--- src/rtl/check_seq_i8_if.sv ---
// check_seq_i8_if: start/sample/result bundle between a check sequencer and the harness driving it.
interface check_seq_i8_if #(parameter int WIDTH = 8);
  logic start, y_valid, busy, done, pass, fail, timeout;
  logic [WIDTH-1:0] y, err_data;
  logic [7:0] step, err_step;
  modport master (
    output start, y, y_valid,
    input busy, done, pass, fail, timeout, step, err_step, err_data
  );
  modport slave (
    input start, y, y_valid,
    output busy, done, pass, fail, timeout, step, err_step, err_data
  );
endinterface

--- src/rtl/check_seq_i8.sv ---
// check_seq_i8: waits HOLDOFF cycles after start, then compares STEPS valid samples of y against EXPECT.
// CHECK_SEQ_TIMEOUT_EN adds a RUN watchdog that fails the run after TIMEOUT cycles without y_valid.
module check_seq_i8 #(
  parameter int WIDTH = 8,
  parameter logic [WIDTH-1:0] EXPECT = WIDTH'(3),
  parameter int STEPS = 2,
  parameter int HOLDOFF = 16,
  parameter int TIMEOUT = 1024
) (
  input logic clock,
  input logic reset,
  check_seq_i8_if.slave bus
);
  typedef enum logic [1:0] {IDLE, HOLD, RUN, DONE} state_t;
  localparam logic [7:0] last_step = 8'(STEPS);
  localparam logic [15:0] hold_last = 16'(HOLDOFF - 1);
  state_t state, state_n;
  logic [15:0] hold_cnt, hold_cnt_n;
  logic [7:0] step_q, step_n, err_step_q, err_step_n;
  logic [WIDTH-1:0] err_data_q, err_data_n;
  logic pass_q, pass_n, fail_q, fail_n, busy_q, done_q;
`ifdef CHECK_SEQ_TIMEOUT_EN
  localparam logic [15:0] wd_last = 16'(TIMEOUT - 1);
  logic [15:0] wd_cnt, wd_cnt_n;
  logic timeout_q, timeout_n;
`endif
  always_comb begin
    state_n = state;
    hold_cnt_n = hold_cnt;
    step_n = step_q;
    err_step_n = err_step_q;
    err_data_n = err_data_q;
    pass_n = pass_q;
    fail_n = fail_q;
`ifdef CHECK_SEQ_TIMEOUT_EN
    wd_cnt_n = '0;
    timeout_n = timeout_q;
`endif
    case (state)
      IDLE, DONE: if (bus.start) begin
        state_n = HOLDOFF > 0 ? HOLD : RUN;
        hold_cnt_n = '0;
        step_n = '0;
        err_step_n = '0;
        err_data_n = '0;
        pass_n = 1'b0;
        fail_n = 1'b0;
`ifdef CHECK_SEQ_TIMEOUT_EN
        timeout_n = 1'b0;
`endif
      end
      HOLD: if (hold_cnt == hold_last) state_n = RUN;
            else hold_cnt_n = hold_cnt + 16'd1;
      RUN: begin
        if (bus.y_valid) begin
          if (bus.y != EXPECT) begin
            err_step_n = step_q;
            err_data_n = bus.y;
            fail_n = 1'b1;
            state_n = DONE;
          end else begin
            step_n = step_q + 8'd1;
            pass_n = step_n == last_step;
            state_n = step_n == last_step ? DONE : RUN;
          end
        end
`ifdef CHECK_SEQ_TIMEOUT_EN
        else if (wd_cnt == wd_last) begin
          err_step_n = step_q;
          fail_n = 1'b1;
          timeout_n = 1'b1;
          state_n = DONE;
        end else wd_cnt_n = wd_cnt + 16'd1;
`endif
      end
    endcase
  end
  always_ff @(posedge clock or negedge reset) begin
    if (!reset) begin
      state <= IDLE;
      hold_cnt <= '0;
      step_q <= '0;
      err_step_q <= '0;
      err_data_q <= '0;
      pass_q <= 1'b0;
      fail_q <= 1'b0;
      busy_q <= 1'b0;
      done_q <= 1'b0;
`ifdef CHECK_SEQ_TIMEOUT_EN
      wd_cnt <= '0;
      timeout_q <= 1'b0;
`endif
    end else begin
      state <= state_n;
      hold_cnt <= hold_cnt_n;
      step_q <= step_n;
      err_step_q <= err_step_n;
      err_data_q <= err_data_n;
      pass_q <= pass_n;
      fail_q <= fail_n;
      busy_q <= state_n == HOLD || state_n == RUN;
      done_q <= state_n == DONE;
`ifdef CHECK_SEQ_TIMEOUT_EN
      wd_cnt <= wd_cnt_n;
      timeout_q <= timeout_n;
`endif
    end
  end
  assign bus.busy = busy_q;
  assign bus.done = done_q;
  assign bus.pass = pass_q;
  assign bus.fail = fail_q;
  assign bus.step = step_q;
  assign bus.err_step = err_step_q;
  assign bus.err_data = err_data_q;
`ifdef CHECK_SEQ_TIMEOUT_EN
  assign bus.timeout = timeout_q;
`else
  assign bus.timeout = 1'b0 & (TIMEOUT == 0);
`endif
endmodule

--- src/flat_wrapper.sv ---
// flat-port wrapper written by rule: the top's interface ports become plain ports
module check_seq_i8_flat 
#(
  parameter int WIDTH = 8,
  parameter logic [WIDTH-1:0] EXPECT = WIDTH'(3),
  parameter int STEPS = 2,
  parameter int HOLDOFF = 16,
  parameter int TIMEOUT = 1024
)
  (clock, reset, bus_start, bus_y, bus_y_valid, bus_busy, bus_done, bus_pass, bus_fail, bus_timeout, bus_step, bus_err_step, bus_err_data);
  check_seq_i8_if #(.WIDTH(WIDTH)) bus_i ();
  input logic clock;
  input logic reset;
  input wire logic [$bits(bus_i.start)-1:0] bus_start;
  input wire logic [$bits(bus_i.y)-1:0] bus_y;
  input wire logic [$bits(bus_i.y_valid)-1:0] bus_y_valid;
  output wire logic [$bits(bus_i.busy)-1:0] bus_busy;
  output wire logic [$bits(bus_i.done)-1:0] bus_done;
  output wire logic [$bits(bus_i.pass)-1:0] bus_pass;
  output wire logic [$bits(bus_i.fail)-1:0] bus_fail;
  output wire logic [$bits(bus_i.timeout)-1:0] bus_timeout;
  output wire logic [$bits(bus_i.step)-1:0] bus_step;
  output wire logic [$bits(bus_i.err_step)-1:0] bus_err_step;
  output wire logic [$bits(bus_i.err_data)-1:0] bus_err_data;
  assign bus_i.start = bus_start;
  assign bus_i.y = bus_y;
  assign bus_i.y_valid = bus_y_valid;
  assign bus_busy = bus_i.busy;
  assign bus_done = bus_i.done;
  assign bus_pass = bus_i.pass;
  assign bus_fail = bus_i.fail;
  assign bus_timeout = bus_i.timeout;
  assign bus_step = bus_i.step;
  assign bus_err_step = bus_i.err_step;
  assign bus_err_data = bus_i.err_data;
  check_seq_i8 #(.WIDTH(WIDTH), .EXPECT(EXPECT), .STEPS(STEPS), .HOLDOFF(HOLDOFF), .TIMEOUT(TIMEOUT)) u_core (.clock(clock), .reset(reset), .bus(bus_i));
endmodule
--- config.mk ---
export PLATFORM = sky130hd
export DESIGN_NAME = check_seq_i8_flat
export DESIGN_NICKNAME = d
export VERILOG_FILES = /design/src/rtl/check_seq_i8_if.sv /design/src/rtl/check_seq_i8.sv /design/src/flat_wrapper.sv
export SDC_FILE = /design/constraint.sdc
export NUM_CORES = 1
export LEC_CHECK = 0
export BUFFER_PORTS_ARGS = -buffer_cell sky130_fd_sc_hd__buf_2
export CORE_AREA = 3 3 77 65
export CTS_CLUSTER_DIAMETER = 200
export DETAILED_ROUTE_END_ITERATION = 12
export DIE_AREA = 0 0 80 68
export GPL_ROUTABILITY_DRIVEN = 1
export GPL_TIMING_DRIVEN = 0
export HOLD_SLACK_MARGIN = 0.1
export PLACE_DENSITY = 0.73
export SETUP_SLACK_MARGIN = 0.5
export SYNTH_ARGS = -nofsm -noshare
export SYNTH_HDL_FRONTEND = slang
export SYNTH_SLANG_ARGS = --single-unit
--- constraint.sdc ---
create_clock -name clock -period 2.45 [get_ports clock]
set_clock_uncertainty 0.05 [all_clocks]
set_input_delay 0.49 -clock clock [delete_from_list [all_inputs] [get_ports clock]]
set_output_delay 0.49 -clock clock [all_outputs]
set_load 0.01 [all_outputs]
==> results.sh <==
export IMPL_outcome="finished, final reports clean"
export IMPL_rsz0062_at_grt="true"
export IMPL_initial_core_util_pct=55.1
export IMPL_grt_pass1_wl_um=9560
export IMPL_die_area_um2=5440
export IMPL_die_y_um=68
export IMPL_via_per_inst=6.05
export IMPL_path_cells="ha_2 -> nor4bb_4 -> and4_4 -> buf_6 -> a21o_4 -> or4_4 -> a21oi_2"
export IMPL_synth_xor_area_share_pct=3.78
export IMPL_grtUsageTotal_pct=22.7
export IMPL_power_per_cell_area_nw_per_um2=683
export IMPL_synth_top_family_by_area="compound AO/OA/AOI/OAI gates"
export IMPL_yosys_area_share_simple_pct=19.0
export IMPL_grt_pass1_vias=1952
export IMPL_fin_crit_sh_pct=84.3
export IMPL_cts_htree_levels=2
export IMPL_layout_nets=311
export IMPL_antenna_found_initial=0
export IMPL_synth_most_common_cell="dfrtp_1"
export IMPL_internal_power_uw=1330
export IMPL_worst_slack_ns=0.385
export IMPL_slew_violations=0
export IMPL_io_buffers=39
export IMPL_synth_top_cells_by_count="dfrtp_1 (46), nand2_1 (28), a22o_1 (17)"
export IMPL_yosysTopAreaCell="dfrtp_1"
export IMPL_row_count=21
export IMPL_drive_gt1_share_pct=40.8
export IMPL_slew_headroom_pct=32.5
export IMPL_cts_made_buffers=5
export IMPL_cts_sinks=46
export IMPL_cp_required_ns=2.64
export IMPL_setup_viol=0
export IMPL_ys_top_cells_by_area="dfrtp_1 (50%), a22o_1 (6.4%), nand2_1 (4.5%)"
export IMPL_synth_fa_ha_area_share_pct=3.24
export IMPL_fin_crit_ns=2.06
export IMPL_fin_tns_setup_ns=0
export IMPL_cts_buffer_depth=2
export IMPL_clock_latency_ns=0.31
export IMPL_fillCellCount=298
export IMPL_p_seq_share_pct=40.2
export IMPL_synth_cell_types=42
export IMPL_n_antenna_cell=0
export IMPL_hold_path_class="input port to async pin"
export IMPL_io_pins=41
export IMPL_vdd_ir_drop_max_uv=543
export IMPL_yosysSeqAreaShare_pct=49.6
export IMPL_arrival_ns=2.25
export IMPL_worstSetupPathType="register to register"
export IMPL_cap_violations=0
export IMPL_fmax_mhz=484
export IMPL_first_iter_violations=209
export IMPL_dp_hpwl_um=3770
export IMPL_drc=0
export IMPL_fp_dieW_um=80
export IMPL_rrSetupSlack_ns=0.39
export IMPL_cts_tree="yes"
export IMPL_pwr_share_clk_pct=23.0
export IMPL_path_clk_slew_ns=0.10
export IMPL_synth_top_area_share_pct=49.6
export IMPL_tightest_slew_ns=1.01
export IMPL_synth_area_mux_share_pct=0.863
export IMPL_ys_seq_elements=46
export IMPL_critPathSlowestCell="or4_4"
export IMPL_routedWlPerCell_um=17.8
export IMPL_synthArstFlopShare_pct=100
export IMPL_syn_inst=231
export IMPL_ctsRootBufferMaster="clkbuf_8"
export IMPL_yosys_warnings=0
export IMPL_synth_edf_count=0
export IMPL_crit_path_end_kind="register"
export IMPL_synth_ff_type="dfrtp_1"
export IMPL_overflow=0
export IMPL_area_growth_synth_to_final_pct=34.8
export IMPL_sw_frac_of_total_pct=37.6
export IMPL_synth_fp_nets=249
export IMPL_p_leak_uw=0.00149
export IMPL_firstDrtPassIters=5
export IMPL_place_ws_ns=0.0234
export IMPL_core_area_um2=4200
export IMPL_grt_max_degree=47
export IMPL_worstPathMaxFanout=5
export IMPL_synth_cell_area_um2=2320
export IMPL_synth_avg_cell_area_um2=10.0
export IMPL_cp_start_kind="register"
export IMPL_antenna_left=0
export IMPL_vias=2122
export IMPL_pwr_share_comb_pct=36.8
export IMPL_hold_violations=0
export IMPL_routabilityCongestion=0.884
export IMPL_slowest_delay_ns=0.51
export IMPL_p_switching_uw=801
export IMPL_synth_compound_area_share_pct=20.0
export IMPL_wirelength_um=6260
sequential cells by signal, summed over array words and instances (netlist names):
signal,count
u_core.hold_cnt,16
u_core.bus.err_data,8
u_core.bus.done,1
u_core.state,2
u_core.bus.pass,1
u_core.bus.step,8
u_core.bus.fail,1
u_core.bus.err_step,8
u_core.bus.busy,1
worst max-delay path, delay by kind of cell (launching register included):
| kind | cells | cell delay [ns] |
|---|---|---|
| DFF | 1 | 0.40 |
| adders and majority gates | 1 | 0.19 |
| and+or+nand+nor | 3 | 0.85 |
| buffers and inverters | 1 | 0.13 |
| AOI/OAI and AO/OA | 2 | 0.37 |
layer usage:
metal / up-vias / wire length (µm) / GRT usage [%]
met1: 1040 / 2910 / 34.5
met4: 0 / 74 / 6.54
met3: 9 / 437 / 4.47
met5: - / 0 / 0
li1: 984 / - / -
met2: 89 / 2840 / 32.9
cells in the final DEF, fill, tap and decap left out, types with 6 or more instances in the layout:
| cell | instances |
|---|---|
| buf_2 | 41 |
| nor2_1 | 12 |
| a22o_1 | 17 |
| clkbuf_8 | 7 |
| buf_4 | 18 |
| xnor2_1 | 7 |
| nand2_1 | 28 |
| dfrtp_2 | 6 |
| dfrtp_1 | 40 |
| o21ai_0 | 13 |
| nand3_1 | 8 |
final cells by class:
class                   count  area (µm²)  share of cell area (%)
plain buffers              13         108                    3.44
multi-input cells         170        1380                    44.0
flip-flops and latches     46        1160                    37.1
clock inverters             3        25.0                   0.801
repair buffers             54         308                    9.85
clock buffers               5        68.8                    2.20
inverters                   3        11.3                   0.360
well taps                  57        71.3                    2.28
repair_timing:
item | 4_1_cts | 5_1_grt
endpoints found under the setup margin | 38 | 30
hold buffers | 0 | 0
buffers inserted | 11 | 3
pin swaps | 18 | 12
resized for setup | 27 | 41
gates cloned | 1 | 1
worst paths after layout:
check,startpoint,endpoint,cells past startpoint
worst max-delay path,u_core.hold_cnt[1]$_DFFE_PN0P_,u_core.hold_cnt[7]$_DFFE_PN0P_,7
worst min register to register,u_core.bus.fail$_DFFE_PN0P_,u_core.bus.fail$_DFFE_PN0P_,1
worst min-delay path,reset,u_core.bus.err_data[1]$_DFFE_PN0P_,1
worst max register to register,u_core.hold_cnt[1]$_DFFE_PN0P_,u_core.hold_cnt[7]$_DFFE_PN0P_,7
min in group clock,bus_y[1],u_core.bus.err_data[1]$_DFFE_PN0P_,2
max in group asynchronous,reset,u_core.bus.step[1]$_DFFE_PN0P_,1
per-stage QoR:
stage	instance area, µm²	hold slack (ns)	std cells	utilization, %	power (µW)
after floorplan	2370	0.144	231	-	1210
after global placement	2640	0.407	327	62.7	1350
after detailed placement	2640	0.411	327	62.7	1360
after CTS	2920	0.336	347	69.4	1970
after global routing	3130	0.367	351	74.3	2250
final	3130	0.300	351	74.3	2130
power by group through the flow:
stage | clock (µW) | sequential, µW | combinational, µW
finish | 491 | 857 | 786
global route | 529 | 864 | 853
CTS | 494 | 851 | 626
detailed placement | 0 | 870 | 493
global placement | 0 | 869 | 481
floorplan | 0 | 863 | 347
logic make-up (layout without fill, tap and decap cells):
family                   Yosys count  count (layout)
AND/OR/NAND/NOR                   85              85
AO/OA/AOI/OAI                     65              66
flip-flops                        46              46
buffers and inverters             16              78
XOR/XNOR                          10              10
adder cells (fa/ha/maj)            6               6
multiplexers                       2               2
other                              1               1
Power figures use the tool's default switching activity.
